--- src/rtl/pattern_sequence_detector.sv ---
// Parametrised serial bit-pattern detector: reloadable pattern, enable gating, fill tracking,
// saturating match counter. Define PATTERN_SEQUENCE_DETECTOR_REG_OUT_EN to register z.
module pattern_sequence_detector #(
  parameter int                 PAT_LEN = 4,
  parameter logic [PAT_LEN-1:0] PATTERN = 4'b0101,
  parameter bit                 OVERLAP = 1'b1,
  parameter int                 CNT_W   = 8
) (
  input  logic               clock,
  input  logic               reset_n,
  input  logic               x,
  input  logic               en,
  input  logic               load,
  input  logic [PAT_LEN-1:0] pat_in,
  output logic               z,
  output logic [CNT_W-1:0]   match_cnt,
  output logic [PAT_LEN-1:0] pattern
);
  localparam int                FILL_W   = $clog2(PAT_LEN);
  localparam logic [FILL_W-1:0] FILL_MAX = FILL_W'(PAT_LEN - 1);
  localparam logic [CNT_W-1:0]  CNT_MAX  = '1;

  logic [PAT_LEN-2:0] hist, hist_nxt;
  logic [FILL_W-1:0]  fill, fill_nxt;
  logic [PAT_LEN-1:0] pat, pat_nxt;
  logic [CNT_W-1:0]   cnt_nxt;
  logic [PAT_LEN-1:0] window;
  logic               match;

  // The window is the stored history plus the bit arriving this cycle, so a match is zero-latency.
  assign window = {hist, x};
  assign match  = en & ~load & (fill == FILL_MAX) & (window == pat);

  always_comb begin
    pat_nxt  = pat;
    hist_nxt = hist;
    fill_nxt = fill;
    cnt_nxt  = match_cnt;
    if (load) begin
      pat_nxt  = pat_in;
      hist_nxt = '0;
      fill_nxt = '0;
    end else if (en) begin
      if (match && !OVERLAP) begin
        hist_nxt = '0;
        fill_nxt = '0;
      end else begin
        hist_nxt = window[PAT_LEN-2:0];
        if (fill != FILL_MAX) fill_nxt = fill + 1'b1;
      end
    end
    if (match && (match_cnt != CNT_MAX)) cnt_nxt = match_cnt + 1'b1;
  end

  always_ff @(posedge clock or negedge reset_n) begin
    if (!reset_n) begin
      pat       <= PATTERN;
      hist      <= '0;
      fill      <= '0;
      match_cnt <= '0;
    end else begin
      pat       <= pat_nxt;
      hist      <= hist_nxt;
      fill      <= fill_nxt;
      match_cnt <= cnt_nxt;
    end
  end

  assign pattern = pat;

`ifdef PATTERN_SEQUENCE_DETECTOR_REG_OUT_EN
  // Registered indication lags the completing bit by one edge; load already forces match low.
  logic z_q;
  always_ff @(posedge clock or negedge reset_n) begin
    if (!reset_n) z_q <= 1'b0;
    else          z_q <= match;
  end
  assign z = z_q;
`else
  assign z = match;
`endif

endmodule

--- config.mk ---
export PLATFORM = sky130hd
export DESIGN_NAME = pattern_sequence_detector
export DESIGN_NICKNAME = d
export VERILOG_FILES = /design/src/rtl/pattern_sequence_detector.sv
export SDC_FILE = /design/constraint.sdc
export NUM_CORES = 1
export LEC_CHECK = 0
export BUFFER_PORTS_ARGS = -buffer_cell sky130_fd_sc_hd__buf_2
export CORE_UTILIZATION = 45
export DETAILED_ROUTE_END_ITERATION = 7
export MAX_ROUTING_LAYER = met4
export PLACE_DENSITY = 0.76
export REMOVE_ABC_BUFFERS = 1
export SLEW_MARGIN = 20
export SYNTH_ARGS = -nofsm -noshare
export SYNTH_HDL_FRONTEND = slang
export SYNTH_SLANG_ARGS = --single-unit
--- constraint.sdc ---
create_clock -name clock -period 2.1 [get_ports clock]
set_clock_uncertainty 0.2 [all_clocks]
set_input_delay 0.42 -clock clock [delete_from_list [all_inputs] [get_ports clock]]
set_output_delay 0.42 -clock clock [all_outputs]
set_load 0.02 [all_outputs]
Yosys cells after proc, flatten, opt, wreduce, memory -nomap -nowiden

Cells that the tools add are included.

Add/subtract/negate cells: 2
Multipliers: 0
Divide/modulo/power cells: 0
$lt $le $gt $ge: 0
Equal/unequal tests: 4
Shift operators: 0
Multiplexer cells: 5
Bitwise gates (word level): 4
Reduce and logical (&&, ||, !) cells: 4

Operator list:

| kind                  | number |
|---|---|
| $add A8 B1 Y8 const B | 1 |
| $ne A8 B8 Y1 const B  | 1 |
| $mux W2               | 3 |
| $mux W3               | 2 |
| $eq A4 B4 Y1          | 1 |
| $reduce_bool A2 Y1    | 2 |
| $and A1 B1 Y1         | 3 |
| $add A2 B1 Y2 const B | 1 |
| $eq A2 B2 Y1 const B  | 1 |
| $ne A2 B2 Y1 const B  | 1 |
| $reduce_and A2 Y1     | 1 |
| $logic_and A1 B1 Y1   | 1 |
| $not A1 Y1            | 1 |

Register bits: 17
Bits in latches: 0
Memory bits (writable): 0
Memory bits (read-only): 0
Bits of input ports: 9
Output and inout port bits: 13
Memories: 0

Longest topological paths before layout

Word-level depth: 5
Depth in mapped cells: 5
Mapped depth without buffers: 5

Worst setup path after synthesis

No wires, ideal clock.

Path kind: flip-flop to flip-flop
Start: register pat[2], in the netlist pattern[2]
End: register match_cnt[6]
Setup time: 0.125 ns
Data arrival time: 1.623 ns
Required time: 1.775 ns
Setup slack: 0.153 ns
Stages on the path, launching flop included: 6
Path buffers: 0
Period minus slack after synthesis: 1.947 ns
Path through: dfstp_2 xnor2_1 nand3_2 nor2_1 nand4_1 mux2_2

Word-level cells in the longest chain between the ends: 3

Ends and longest elaborated chain:

| what                   | RTL line | text |
|---|---|---|
| from (decl)            | 25       | `logic [PAT_LEN-1:0] pat, pat_nxt;` |
| from (signal assigned) | 62       | `pat <= pat_nxt;` |
| $eq A4 B4 Y1           | 32       | `assign match = en & ~load & (fill == FILL_MAX) & (window == pat);` |
| $and A1 B1 Y1          | 32       |  |
| net z                  | 15       | `output logic z,` |
| $logic_and A1 B1 Y1    | 52       | `if (match && (match_cnt != CNT_MAX)) cnt_nxt = match_cnt + 1'b1;` |
| to (signal assigned)   | 65       | `match_cnt <= cnt_nxt;` |
| to (decl)              | 16       | `output logic [CNT_W-1:0] match_cnt,` |

The timed path passes the listed nets, and every way through them passes these cells.
A chain may end at the register's enable or synchronous reset.

Worst setup path in the final report

Start: register pat[0], in the netlist pattern[0]
End: output z

Word-level cells in the longest chain between the ends: 2

Ends and longest elaborated chain:

| what          | RTL line |
|---|---|
| $eq A4 B4 Y1  | 32 |
| $and A1 B1 Y1 | 32 |
| to (decl)     | 15 |

Every way passes these cells.

==> impl_summary.txt <==
----------------------------------------------------
[Run status]
  Outcome ... completed

[Critical path]
  Kind of cell with the highest combined delay on the critical path ... flip-flops
  Buf+Inv Stages, Crit Path ... 1
  Start of the worst register-to-register path ... pattern[0]$_DFFE_PN1P_
  Cell at the slowest stage of the critical path ... dfstp_2
  Worst Path Class, Setup ... flop to output pin
  Crit path largest cell delay ... 560 ps
  Critical Path Start ... pattern[0]$_DFFE_PN1P_
  Critical Path Source Type ... flop
  Required time of the worst setup path ... 1480 ps
  FF-to-FF setup slack ... 150 ps
  Worst path cell trace ... xnor2_1 -> nand3_2 -> nor2_2 -> buf_4
  Peak fanout along the critical path ... 3
  Kind of end point of the critical path ... output pin
  Worst Path Arrival ... 1390 ps

[CTS]
  Clock H-tree levels ... 1
  Clock-pin slew reported for the worst setup and hold paths after clock tree synthesis ... 100 ps
  Clock latency at the later pin of the worst-skew pair ... 280 ps
  Clock tree root driver cell ... clkbuf_4
  Count of clock tree sinks ... 17
  Clock tree from TritonCTS ... built
  Deepest clock path buffer count ... 2
  Number of clock buffers inserted by TritonCTS ... 3

[Routing]
  Average wire per standard cell ... 11.57 um
  Count of routing violations after the opening detailed-route iteration ... 8
  Pre-antenna DRT Iters ... 2
  DR vias/cell ... 4.817
  Detail Route Antenna Nets ... 0
  Routed wire length ... 1331 um
  DR vias ... 554
  DRC violation count after routing ... 0

[Cells and area]
  Final Instance Count excl. Fillers ... 115
  Nets@finish ... 102
  Final core area utilization ... 58.32%
  Area of all placed cells without fillers ... 996.0 um2
  Fraction of final layout cells sized beyond drive strength 1 ... 45.56%
  Area Growth Syn to Fin ... 21.53%
  Count of inserted antenna diode cells ... 0

[Die]
  Number of placed I/O pins ... 22
  Die outline width ... 44.68 um
  Vertical extent of the die ... 44.68 um
  Row cnt ... 15
  Core area ... 1708 um2
  Area of the die ... 1996 um2
  Effective utilization at floorplan ... 47.99%

[Power]
  Static Leak ... 0.5107 nW
  Overall power ... 605.2 uW
  Power per Cell Area ... 607.7 nW/um2
  Largest vdd supply drop ... 355.0 uV

[GRT]
  Global-route track usage on met3 ... 2.449%
  Gr usage total ... 15.11%
  Via count of the first global-routing pass ... 480
  Met2 layer usage reported by global route ... 22.06%
  Met1 routing resource usage after global routing ... 19.63%
  Global-route wire length before repair ... 2049 um
  Total congestion overflow ... 0
  Largest net degree at the start of global routing ... 18
  Highest-utilization routing layer at the global route stage ... met2
  Number of antenna violations at the first check in global routing ... 0

[Placement]
  Placed insts ... 109
  Global placement routability congestion ... 0.7603
  Setup WS pre-CTS ... 243.5 ps
  Post-DP HPWL ... 1003 um
  Number of port buffers ... 21
  Post-placement cell area ... 947.2 um2

[STA]
  Slew HR ... 75.67%
  Unrepaired setup endpoints after global routing ... false
  Final cycle utilization of the critical path ... 95.86%
  Post-route worst setup slack ... 86.90 ps
  Top achievable clock speed ... 0.4967 GHz
  Pin slew with the least headroom to its limit ... 365.0 ps
  Min cycle time layout ... 2013 ps
  Final hold violations ... 0
  Summed negative setup slack over all endpoints ... 0 ps
  Count of final setup violators ... 0
  Hold Worst Slack ... 160.9 ps
  Count of final max-slew check failures ... 0

[Synth]
  Total standard cell area after synthesis ... 819.5 um2
  Top cells by count, synth ... 15 x dfrtp_1, 8 x xnor2_1, 6 x mux2_2, 5 x nor2_1, 4 x mux2i_1
  Yosys synthesis warning count ... 0
  EDFF count, synth ... 0
  Share of the synthesized area in the top cell type ... 45.80%
  Distinct cells, synth ... 23
  Largest cells by area after synthesis ... dfrtp_1 46%, xnor2_1 8.5%, mux2_2 8.2%, dfstp_2 6.4%, mux2i_1 4.9%
  Library cell with the largest summed area after synthesis ... dfrtp_1
  Register area share after synthesis ... 52.21%
  Synthesized instance count ... 64
  Seq cells post-synth ... 17
  Average size of a mapped cell ... 12.81 um2
  Leading cell type by number of instances after synthesis ... dfrtp_1
  Most common flop cell mapped by yosys ... dfrtp_1
  Async set-reset flop share out of synthesis ... 100.0%

[Min path]
  Worst hold-check path type ... input port to flop
  Worst min-delay path startpoint ... pat_in[2]

[Job]
  Number of max-cap violations ... 0

----------------------------------------------------
-- layout by cell type (no fill, tap or decap), types with 3 or more instances in the layout --
cell / count
buf_2: 20
buf_4: 3
clkbuf_4: 3
dfrtp_1: 15
mux2_2: 6
mux2i_1: 4
nand2_1: 3
nor2_1: 4
xnor2_1: 8
-- repair_timing --
item	4_1_cts	5_1_grt
hold buffers	1	0
resized for setup	0	2
buffers inserted	0	1
setup endpoints to repair	0	1
hold endpoints to repair	15	0
-- registers in the layout, indices dropped and copies added, names as in the netlist --
name	flops
hist	3
fill	2
pattern	4
match_cnt	8
-- final cells by class --
cell class / count / area [um2]
tap: 25 / 31.28
timing repair buffer: 24 / 132.6
sequential: 17 / 427.9
clock buffer: 4 / 26.28
multi-input combinational: 45 / 377.9
fill: 153 / 711.9
-- logic make-up after synthesis --
logic type / synth area share (%)
simple gates: 18.32
flops: 52.21
xor+xnor: 10.69
mux: 13.13
buf+inv: 1.984
fa+ha+maj: 3.053
compound gates: 0.6101
-- where the power goes --
part	internal [mW]	leakage (nW)	switching, mW
sequential	0.344	0.224	0.0117
combinational	0.0389	0.272	0.0420
clock	0.0736	0.0150	0.0953
total	0.456	0.511	0.149
-- per-layer routing --
metal	up-vias	share of wire [%]	routed length, um
li1	276	-	-
met1	270	47	627
met2	6	50	664
met3	2	1.9	25
met4	0	1.1	14
met5	-	0	0
-- final timing paths --
| kind | depth (start not counted) | to |
|---|---|---|
| min in group asynchronous | 2 | fill[0]$_DFFE_PN0P_ |
| max in group asynchronous | 2 | pattern[2]$_DFFE_PN1P_ |
| hold / removal | 2 | pattern[2]$_DFFE_PN1P_ |
| setup / recovery | 4 | z |
| hold reg to reg | 1 | match_cnt[5]$_DFFE_PN0P_ |
| setup reg to reg | 5 | match_cnt[1]$_DFFE_PN0P_ |
Note: power is estimated with default switching activity, not from simulation.
